File: config.mk
export PLATFORM = sky130hd
export DESIGN_NAME = ahb_slave_mem_flat
export DESIGN_NICKNAME = d
export VERILOG_FILES = /design/src/rtl/ahb_slave_mem_if.sv /design/src/rtl/ahb_slave_mem.sv /design/src/flat_wrapper.sv
export SDC_FILE = /design/constraint.sdc
export NUM_CORES = 1
export LEC_CHECK = 0
export CORE_UTILIZATION = 45
export DETAILED_ROUTE_END_ITERATION = 12
export PLACE_DENSITY_LB_ADDON = 0.3
export SLEW_MARGIN = 20
export SYNTH_ARGS = -nofsm -noshare
export SYNTH_HDL_FRONTEND = slang
export SYNTH_SLANG_ARGS = --single-unit
File: constraint.sdc
create_clock -name CLK -period 5.4 [get_ports CLK]
set_input_delay 1.35 -clock CLK [delete_from_list [all_inputs] [get_ports CLK]]
set_output_delay 1.35 -clock CLK [all_outputs]
set_load 0.02 [all_outputs]
File: src/rtl/ahb_slave_mem_if.sv
// ahb_slave_mem_if: AHB-Lite signal bundle between a master/decoder and one slave.
interface ahb_slave_mem_if;
    logic        HSEL;
    logic [31:0] HADDR;
    logic [1:0]  HTRANS;
    logic        HWRITE;
    logic [31:0] HWDATA;
    logic        HREADY;
    logic [31:0] HRDATA;
    logic        HREADYOUT;
    logic        HRESP;
    modport master (
        output HSEL, HADDR, HTRANS, HWRITE, HWDATA, HREADY,
        input  HRDATA, HREADYOUT, HRESP
    );
    modport slave (
        input  HSEL, HADDR, HTRANS, HWRITE, HWDATA, HREADY,
        output HRDATA, HREADYOUT, HRESP
    );
endinterface

File: src/rtl/ahb_slave_mem.sv
// ahb_slave_mem: AHB-Lite word memory slave with WAIT_CYCLES wait states per transfer.
// Define AHB_SLAVE_ERR_RESP_EN to answer out-of-range addresses with a two-cycle ERROR.
module ahb_slave_mem #(
    parameter int ADDR_W      = 6,
    parameter int WAIT_CYCLES = 1
) (
    input logic CLK,
    input logic RST,
    ahb_slave_mem_if.slave bus
);
    localparam int WORDS = 1 << (ADDR_W - 2);
    localparam logic [1:0] WAIT_INIT = 2'(WAIT_CYCLES > 0 ? WAIT_CYCLES - 1 : 0);
    typedef enum logic [2:0] {IDLE, WAIT, DONE, ERR1, ERR2} state_t;
    state_t state;
    logic [31:0] mem [WORDS];
    logic [31:0] rdata, rd_data;
    logic [1:0] cnt;
    logic [ADDR_W-3:0] idx, rd_idx, addr_idx;
    logic wr, ready, resp, oor, accept, wr_done, rd_load, unused;
    assign addr_idx = bus.HADDR[ADDR_W-1:2];
`ifdef AHB_SLAVE_ERR_RESP_EN
    assign oor    = |bus.HADDR[31:ADDR_W];
    assign unused = ^{bus.HADDR[1:0], bus.HTRANS[0]};
`else
    assign oor    = 1'b0;
    assign unused = ^{bus.HADDR[31:ADDR_W], bus.HADDR[1:0], bus.HTRANS[0]};
`endif
    assign accept  = (state == IDLE || state == DONE || state == ERR2) &&
                     bus.HSEL && bus.HREADY && bus.HTRANS[1];
    assign wr_done = state == DONE && wr;
    // With no wait states a read loads straight from the address phase.
    assign rd_load = (accept && !oor && !bus.HWRITE && WAIT_CYCLES == 0) ||
                     (state == WAIT && cnt == 2'd0 && !wr);
    assign rd_idx  = state == WAIT ? idx : addr_idx;
    assign rd_data = wr_done && idx == rd_idx ? bus.HWDATA : mem[rd_idx];
    assign bus.HRDATA    = rdata;
    assign bus.HREADYOUT = ready;
    assign bus.HRESP     = resp;
    always_ff @(posedge CLK)
        if (wr_done && !RST) mem[idx] <= bus.HWDATA;
    always_ff @(posedge CLK) begin
        if (RST) begin
            state <= IDLE;
            cnt   <= 2'd0;
            ready <= 1'b1;
            resp  <= 1'b0;
            rdata <= 32'h0;
        end else begin
            if (rd_load) rdata <= rd_data;
            if (accept) begin
                idx   <= addr_idx;
                wr    <= bus.HWRITE;
                state <= oor ? ERR1 : (WAIT_CYCLES > 0 ? WAIT : DONE);
                cnt   <= WAIT_INIT;
                ready <= !oor && WAIT_CYCLES == 0;
                resp  <= oor;
            end else if (state == WAIT) begin
                state <= cnt == 2'd0 ? DONE : WAIT;
                cnt   <= cnt == 2'd0 ? 2'd0 : cnt - 2'd1;
                ready <= cnt == 2'd0;
                resp  <= 1'b0;
            end else if (state == ERR1) begin
                state <= ERR2;
                ready <= 1'b1;
                resp  <= 1'b1;
            end else begin
                state <= IDLE;
                ready <= 1'b1;
                resp  <= 1'b0;
            end
        end
    end
endmodule

File: src/flat_wrapper.sv
// flat-port wrapper written by rule: the top's interface ports become plain ports
module ahb_slave_mem_flat 
#(
    parameter int ADDR_W      = 6,
    parameter int WAIT_CYCLES = 1
)
  (CLK, RST, bus_HSEL, bus_HADDR, bus_HTRANS, bus_HWRITE, bus_HWDATA, bus_HREADY, bus_HRDATA, bus_HREADYOUT, bus_HRESP);
  ahb_slave_mem_if bus_i ();
  input logic CLK;
  input logic RST;
  input wire logic [$bits(bus_i.HSEL)-1:0] bus_HSEL;
  input wire logic [$bits(bus_i.HADDR)-1:0] bus_HADDR;
  input wire logic [$bits(bus_i.HTRANS)-1:0] bus_HTRANS;
  input wire logic [$bits(bus_i.HWRITE)-1:0] bus_HWRITE;
  input wire logic [$bits(bus_i.HWDATA)-1:0] bus_HWDATA;
  input wire logic [$bits(bus_i.HREADY)-1:0] bus_HREADY;
  output wire logic [$bits(bus_i.HRDATA)-1:0] bus_HRDATA;
  output wire logic [$bits(bus_i.HREADYOUT)-1:0] bus_HREADYOUT;
  output wire logic [$bits(bus_i.HRESP)-1:0] bus_HRESP;
  assign bus_i.HSEL = bus_HSEL;
  assign bus_i.HADDR = bus_HADDR;
  assign bus_i.HTRANS = bus_HTRANS;
  assign bus_i.HWRITE = bus_HWRITE;
  assign bus_i.HWDATA = bus_HWDATA;
  assign bus_i.HREADY = bus_HREADY;
  assign bus_HRDATA = bus_i.HRDATA;
  assign bus_HREADYOUT = bus_i.HREADYOUT;
  assign bus_HRESP = bus_i.HRESP;
  ahb_slave_mem #(.ADDR_W(ADDR_W), .WAIT_CYCLES(WAIT_CYCLES)) u_core (.CLK(CLK), .RST(RST), .bus(bus_i));
endmodule
# Word level (Yosys, flattened, before mapping)
# Memories as Yosys holds them, arrays and structs flattened. A register that Yosys moved wholly into a read port is not among the register bits.
# Cells that the tools add are included.
# Widths: inputs -> output; s select.
totals:
  reg_bits: 12
  ramBits: 512
  in_bits: 71
  output_inout_bits: 34
  word_cells: 41
  memories: 1
mem_list:
  columns: ["memory", "depth", "word_bits", "rd", "rd_ports_with_merged_regs", "wr", "line_no", "text"]
  rows:
  - ["u_core.mem", 16, 32, 1, 1, 1, "ahb_slave_mem.sv:15", "logic [31:0] mem [WORDS];"]
op_classes:
  n_addsub: 1
  eq_ne: 4
  mux: 11
  n_bitwise: 1
  n_reduce_logical: 16
op_table:
  columns: ["operator", "count"]
  rows:
  - ["$logic_and 1x1->1", 7]
  - ["$eq 3x2->1 const B", 2]
  - ["$mux 1", 6]
  - ["$mux 3", 2]
  - ["$mux 2", 2]
  - ["$mux 4", 1]
  - ["$eq 3x1->1 const B", 1]
  - ["$eq 3x3->1 const B", 1]
  - ["$logic_not 3->1", 1]
  - ["$reduce_or 3->1", 1]
  - ["$logic_not 1->1", 2]
  - ["$logic_not 2->1", 1]
  - ["$logic_or 1x1->1", 2]
  - ["$reduce_and 2->1", 1]
  - ["$reduce_or 2->1", 1]
  - ["$sub 2x1->2 const B", 1]
  - ["$not 1->1", 1]

# Depth between registers and ports, before layout
depth:
  ltp_word: 7
  mapped_depth: 9
  ltp_nobuf: 5

# Least setup slack after synthesis
# Ideal clock, no wire load.
synth_path:
  path_kind: "in2reg"
  from: "input port RST"
  to: "memory u_core.mem[12][0] (enable)"
  setup_ps: 461
  t_arrival_ps: 4131
  t_required_ps: 4939
  path_slack_ps: 808
  stages: 4
  n_path_buf: 1
  cell_sequence: "clkbuf_1 and4b_1 nand2_1 nor3_1"
synth_between:
  elab_chain_len: 4
synth_lines:
  columns: ["element", "line_no", "text"]
  rows:
  - ["start, declared", "flat_wrapper.sv:10", "input logic RST;"]
  - ["$logic_not 1->1", "ahb_slave_mem.sv:40", "if (wr_done && !RST) mem[idx] <= bus.HWDATA;"]
  - ["$logic_and 1x1->1", "ahb_slave_mem.sv:40", null]
  - ["$mux 1", "ahb_slave_mem.sv:40", null]
  - ["$mux 1 (implied by the code)", "ahb_slave_mem.sv:40", null]
  - ["end, declared", "ahb_slave_mem.sv:15", null]
# Every way passes these cells.

# Final worst setup path
layout_path:
  from: "register u_core.idx[1]"
  to: "register u_core.rdata[30] (netlist: u_core.bus.HRDATA[30]), read port of u_core.mem"
layout_between:
  elab_chain_len: 1
layout_lines:
  columns: ["element", "line_no", "text"]
  rows:
  - ["start, declared", "ahb_slave_mem.sv:18", "logic [ADDR_W-3:0] idx, rd_idx, addr_idx;"]
  - ["start signal, assigned", "ahb_slave_mem.sv:51", "idx <= addr_idx;"]
  - ["$mux 4", "ahb_slave_mem.sv:34", "assign rd_idx = state == WAIT ? idx : addr_idx;"]
  - ["end, declared", "ahb_slave_mem.sv:16", "logic [31:0] rdata, rd_data;"]
# Every way passes these cells.
# A chain may end at the register's enable or synchronous reset.

==> impl_metrics.csv <==
group,metric,value,unit
run_status,status,"finished clean",
cells_and_area,final_layout_size_suffix_gt1_frac,0.119,
power_and_ir_drop,p_int,0.00698,W
sta,fmax,0.273,GHz
global_routing,globalRoute.totalOverflow,0,
sta,final-hold-violation-count,0,
synth,yosysMostFrequentCell,"sky130_fd_sc_hd__edfxtp_1",
worst_hold_path,worstHoldPathType,"flop to flop",
cts,cts_buffers,55,
cts,post_cts_resized,0,
critical_path,cp-start-kind,"flop",
critical_path,worstPathArrival,4.22,ns
power_and_ir_drop,max-vdd-ir-drop,0.279,mV
sta,setup_tns,0,ns
critical_path,timing.reg2reg.setup_slack,1.73,ns
floorplanning,pin_count,105,
drt,detailedRoute.firstPassIterationCount,5,
cts,clock-sinks,555,
synth,asr_flop_ratio_synth,0,
synth,synth_area_leader_cell,"sky130_fd_sc_hd__edfxtp_1",
synth,ys_seq_elements,555,
synth,postSynthNetCount,1373,
synth,syn_inst,1302,
synth,synth-warning-count,0,
floorplanning,die_area,49200,sq um
sta,setup-violations-final,0,
power_and_ir_drop,clockPowerShare,0.429,
global_routing,first_global_vias,12100,
power_and_ir_drop,seq_power_share,0.536,
drt,postRouteWirelength,52.4,mm
sta,timing.clock.skew,0.0234,ns
flow_run,drv.max_cap_violation_count,0,
drt,ant_nets_after_route,0,
drt,detail_route.vias_per_cell,5.96,
synth,post_synth.cell_area_avg,16.7,sq um
sta,tightestPinTransition,1.15,ns
synth,synth-seq-area-share,0.749,
power_and_ir_drop,leakage,8.49,nW
critical_path,end_kind,"flop",
drt,first_iter_violations,1296,
floorplanning,chipWidth,222,um
cts,cts_tree,"yes",
sta,post-route-period-util,0.679,
floorplanning,y_dimension_of_the_die,222,um
floorplanning,floorplan.initialDensity,0.455,
floorplanning,placementRows,80,
cts,cts_htree_levels,2,
power_and_ir_drop,power_frac_comb,0.035,
synth,ys.flop_type,"sky130_fd_sc_hd__edfxtp_1",
synth,synthTopCellsByArea,"sky130_fd_sc_hd__edfxtp_1 (71%), sky130_fd_sc_hd__a221oi_1 (5.4%), sky130_fd_sc_hd__mux2i_1 (5.3%)",
synth,yosys_cell_types,49,
sta,finalWorstPathRequiredPeriod,3.67,ns
power_and_ir_drop,switchingPower,0.00181,W
synth,synth_enable_flop_cells,517,
critical_path,path_class,"flop to flop",
cts,cts_root_buffer,"sky130_fd_sc_hd__clkbuf_16",
global_routing,grt_start_max_net_pins,83,
place,placement.io_buffers,75,
cells_and_area,area_growth_syn_to_layout,15.3,%
power_and_ir_drop,p_sw_frac,0.206,
sta,unrepaired_setup_endpoints_after_global_routing,"no",
place,gp_routability_congestion,0.778,
cts,clkSlewWorstSetupHoldPaths,0.06,ns
critical_path,critPathMaxFanout,82,
global_routing,grt_antenna_before_repair,2,
synth,netlist_top_cells_count,"sky130_fd_sc_hd__edfxtp_1 (517), sky130_fd_sc_hd__a221oi_1 (133), sky130_fd_sc_hd__nor2b_1 (117)",
cts,post_cts_hold_buffer_count,0,
sta,maxSlewViolCount,0,
cts,clock_tree.buffer_depth,3,
drt,num_vias,12200,
cts,clock_insertion_delay_worst_skew,0.62,ns
synth,synth_top_area_share,0.714,
cts,cts_post_setup_buffers_inserted,0,
power_and_ir_drop,powerDensity,350,nW/um^2
global_routing,grt_use_total,0.212,
synth,post_synth_instance_area,21700,sq um
sta,finalHoldWorstSlack,0.514,ns
floorplanning,core,47700,sq um
drt,drc,0,
place,dp_hpwl,28.7,mm
global_routing,first_pass_grt_wire_length,77.7,mm
cells_and_area,final_nets,1457,
sta,max-slew-margin-rel,0.229,
critical_path,cp_data_required_time,5.96,ns
drt,routed_wire_length_per_instance,25.6,um
[routing by layer]
metal,vias to the layer above,part of all wire,track usage
li1,5450,-,-
met1,6240,0.42,0.289
met2,422,0.48,0.349
met3,104,0.069,0.0364
met4,2,0.028,0.0654
met5,-,0.00025,0
[cells by family (layout without fill, tap and decap cells)]
kind of cell / Yosys count / after routing / synth area share
simple gates: 264 / 264 / 0.0672
other cells: 0 / 1 / 0
flops: 555 / 555 / 0.749
mux: 115 / 115 / 0.0529
compound gates: 274 / 274 / 0.109
buf+inv: 94 / 225 / 0.0218
[worst max-delay path, cell delays in order (launching register included)]
cell and delay (ns):
sky130_fd_sc_hd__edfxtp_1 0.63, sky130_fd_sc_hd__and4bb_4 0.30, sky130_fd_sc_hd__buf_4 0.83, sky130_fd_sc_hd__a21o_4 0.52
sky130_fd_sc_hd__buf_4 0.51, sky130_fd_sc_hd__a221oi_1 0.17, sky130_fd_sc_hd__nor4_1 0.42, sky130_fd_sc_hd__o211a_1 0.22
[power groups by stage]
stage | sequential (W) | clock, W | combinational [W]
after detailed placement | 0.00480 | 0 | 0.000310
final | 0.00471 | 0.00377 | 0.000310
after global placement | 0.00480 | 0 | 0.000304
after CTS | 0.00471 | 0.00383 | 0.000310
after global routing | 0.00471 | 0.00397 | 0.000330
after floorplan | 0.00480 | 0 | 0.000161
[registers in the layout (all words and copies together) (netlist names)]
register and count:
u_core.bus.HRDATA 32, u_core.mem 512, u_core.wr 1, u_core.bus.HREADYOUT 1, u_core.state 3, u_core.idx 4
u_core.cnt 2
[cell type report]
type	count	area, sq um
multi-input combinational	653	5120
timing repair buffer	118	1110
clock inverter	21	190
fill	3815	22700
antenna	1	2.50
clock buffer	83	1590
inverter	3	11.3
tap	615	769
sequential	555	16300
[per-stage QoR]
step / setup WS (ns) / total power [W] / std cells / util / area [sq um]
6_report: 1.73 / 0.00879 / 2049 / 0.525 / 25100
5_1_grt: 1.52 / 0.00901 / 2048 / 0.525 / 25100
4_1_cts: 1.75 / 0.00884 / 2048 / 0.525 / 25100
3_5_place_dp: 1.43 / 0.00511 / 1944 / 0.488 / 23300
3_3_place_gp: 1.50 / 0.00510 / 1944 / 0.488 / 23300
2_1_floorplan: 0.808 / 0.00496 / 1302 / - / 21700
[path summary, 6_finish.rpt]
path	from	endpoint	cells past startpoint
max	u_core.idx[1]	u_core.bus.HRDATA[30]	7
max reg2reg	u_core.idx[1]	u_core.bus.HRDATA[30]	7
min	u_core.cnt[1]	u_core.cnt[1]	2
min reg2reg	u_core.cnt[1]	u_core.cnt[1]	2
[cell usage in the layout, fill, tap and decap left out, types with 21 or more instances in the layout]
| cell | synthesis | layout |
|---|---|---|
| sky130_fd_sc_hd__nor4_1 | 21 | 21 |
| sky130_fd_sc_hd__nor2b_1 | 117 | 117 |
| sky130_fd_sc_hd__edfxtp_1 | 517 | 517 |
| sky130_fd_sc_hd__a221oi_1 | 133 | 133 |
| sky130_fd_sc_hd__nand2_1 | 68 | 68 |
| sky130_fd_sc_hd__clkbuf_16 | 0 | 56 |
| sky130_fd_sc_hd__clkdlybuf4s50_1 | 0 | 74 |
| sky130_fd_sc_hd__dfxtp_1 | 38 | 38 |
| sky130_fd_sc_hd__buf_4 | 7 | 40 |
| sky130_fd_sc_hd__a21oi_1 | 35 | 35 |
| sky130_fd_sc_hd__mux2i_1 | 115 | 115 |
| sky130_fd_sc_hd__o21bai_1 | 32 | 32 |
| sky130_fd_sc_hd__o211a_1 | 28 | 28 |
Power figures use the tool's default switching activity.
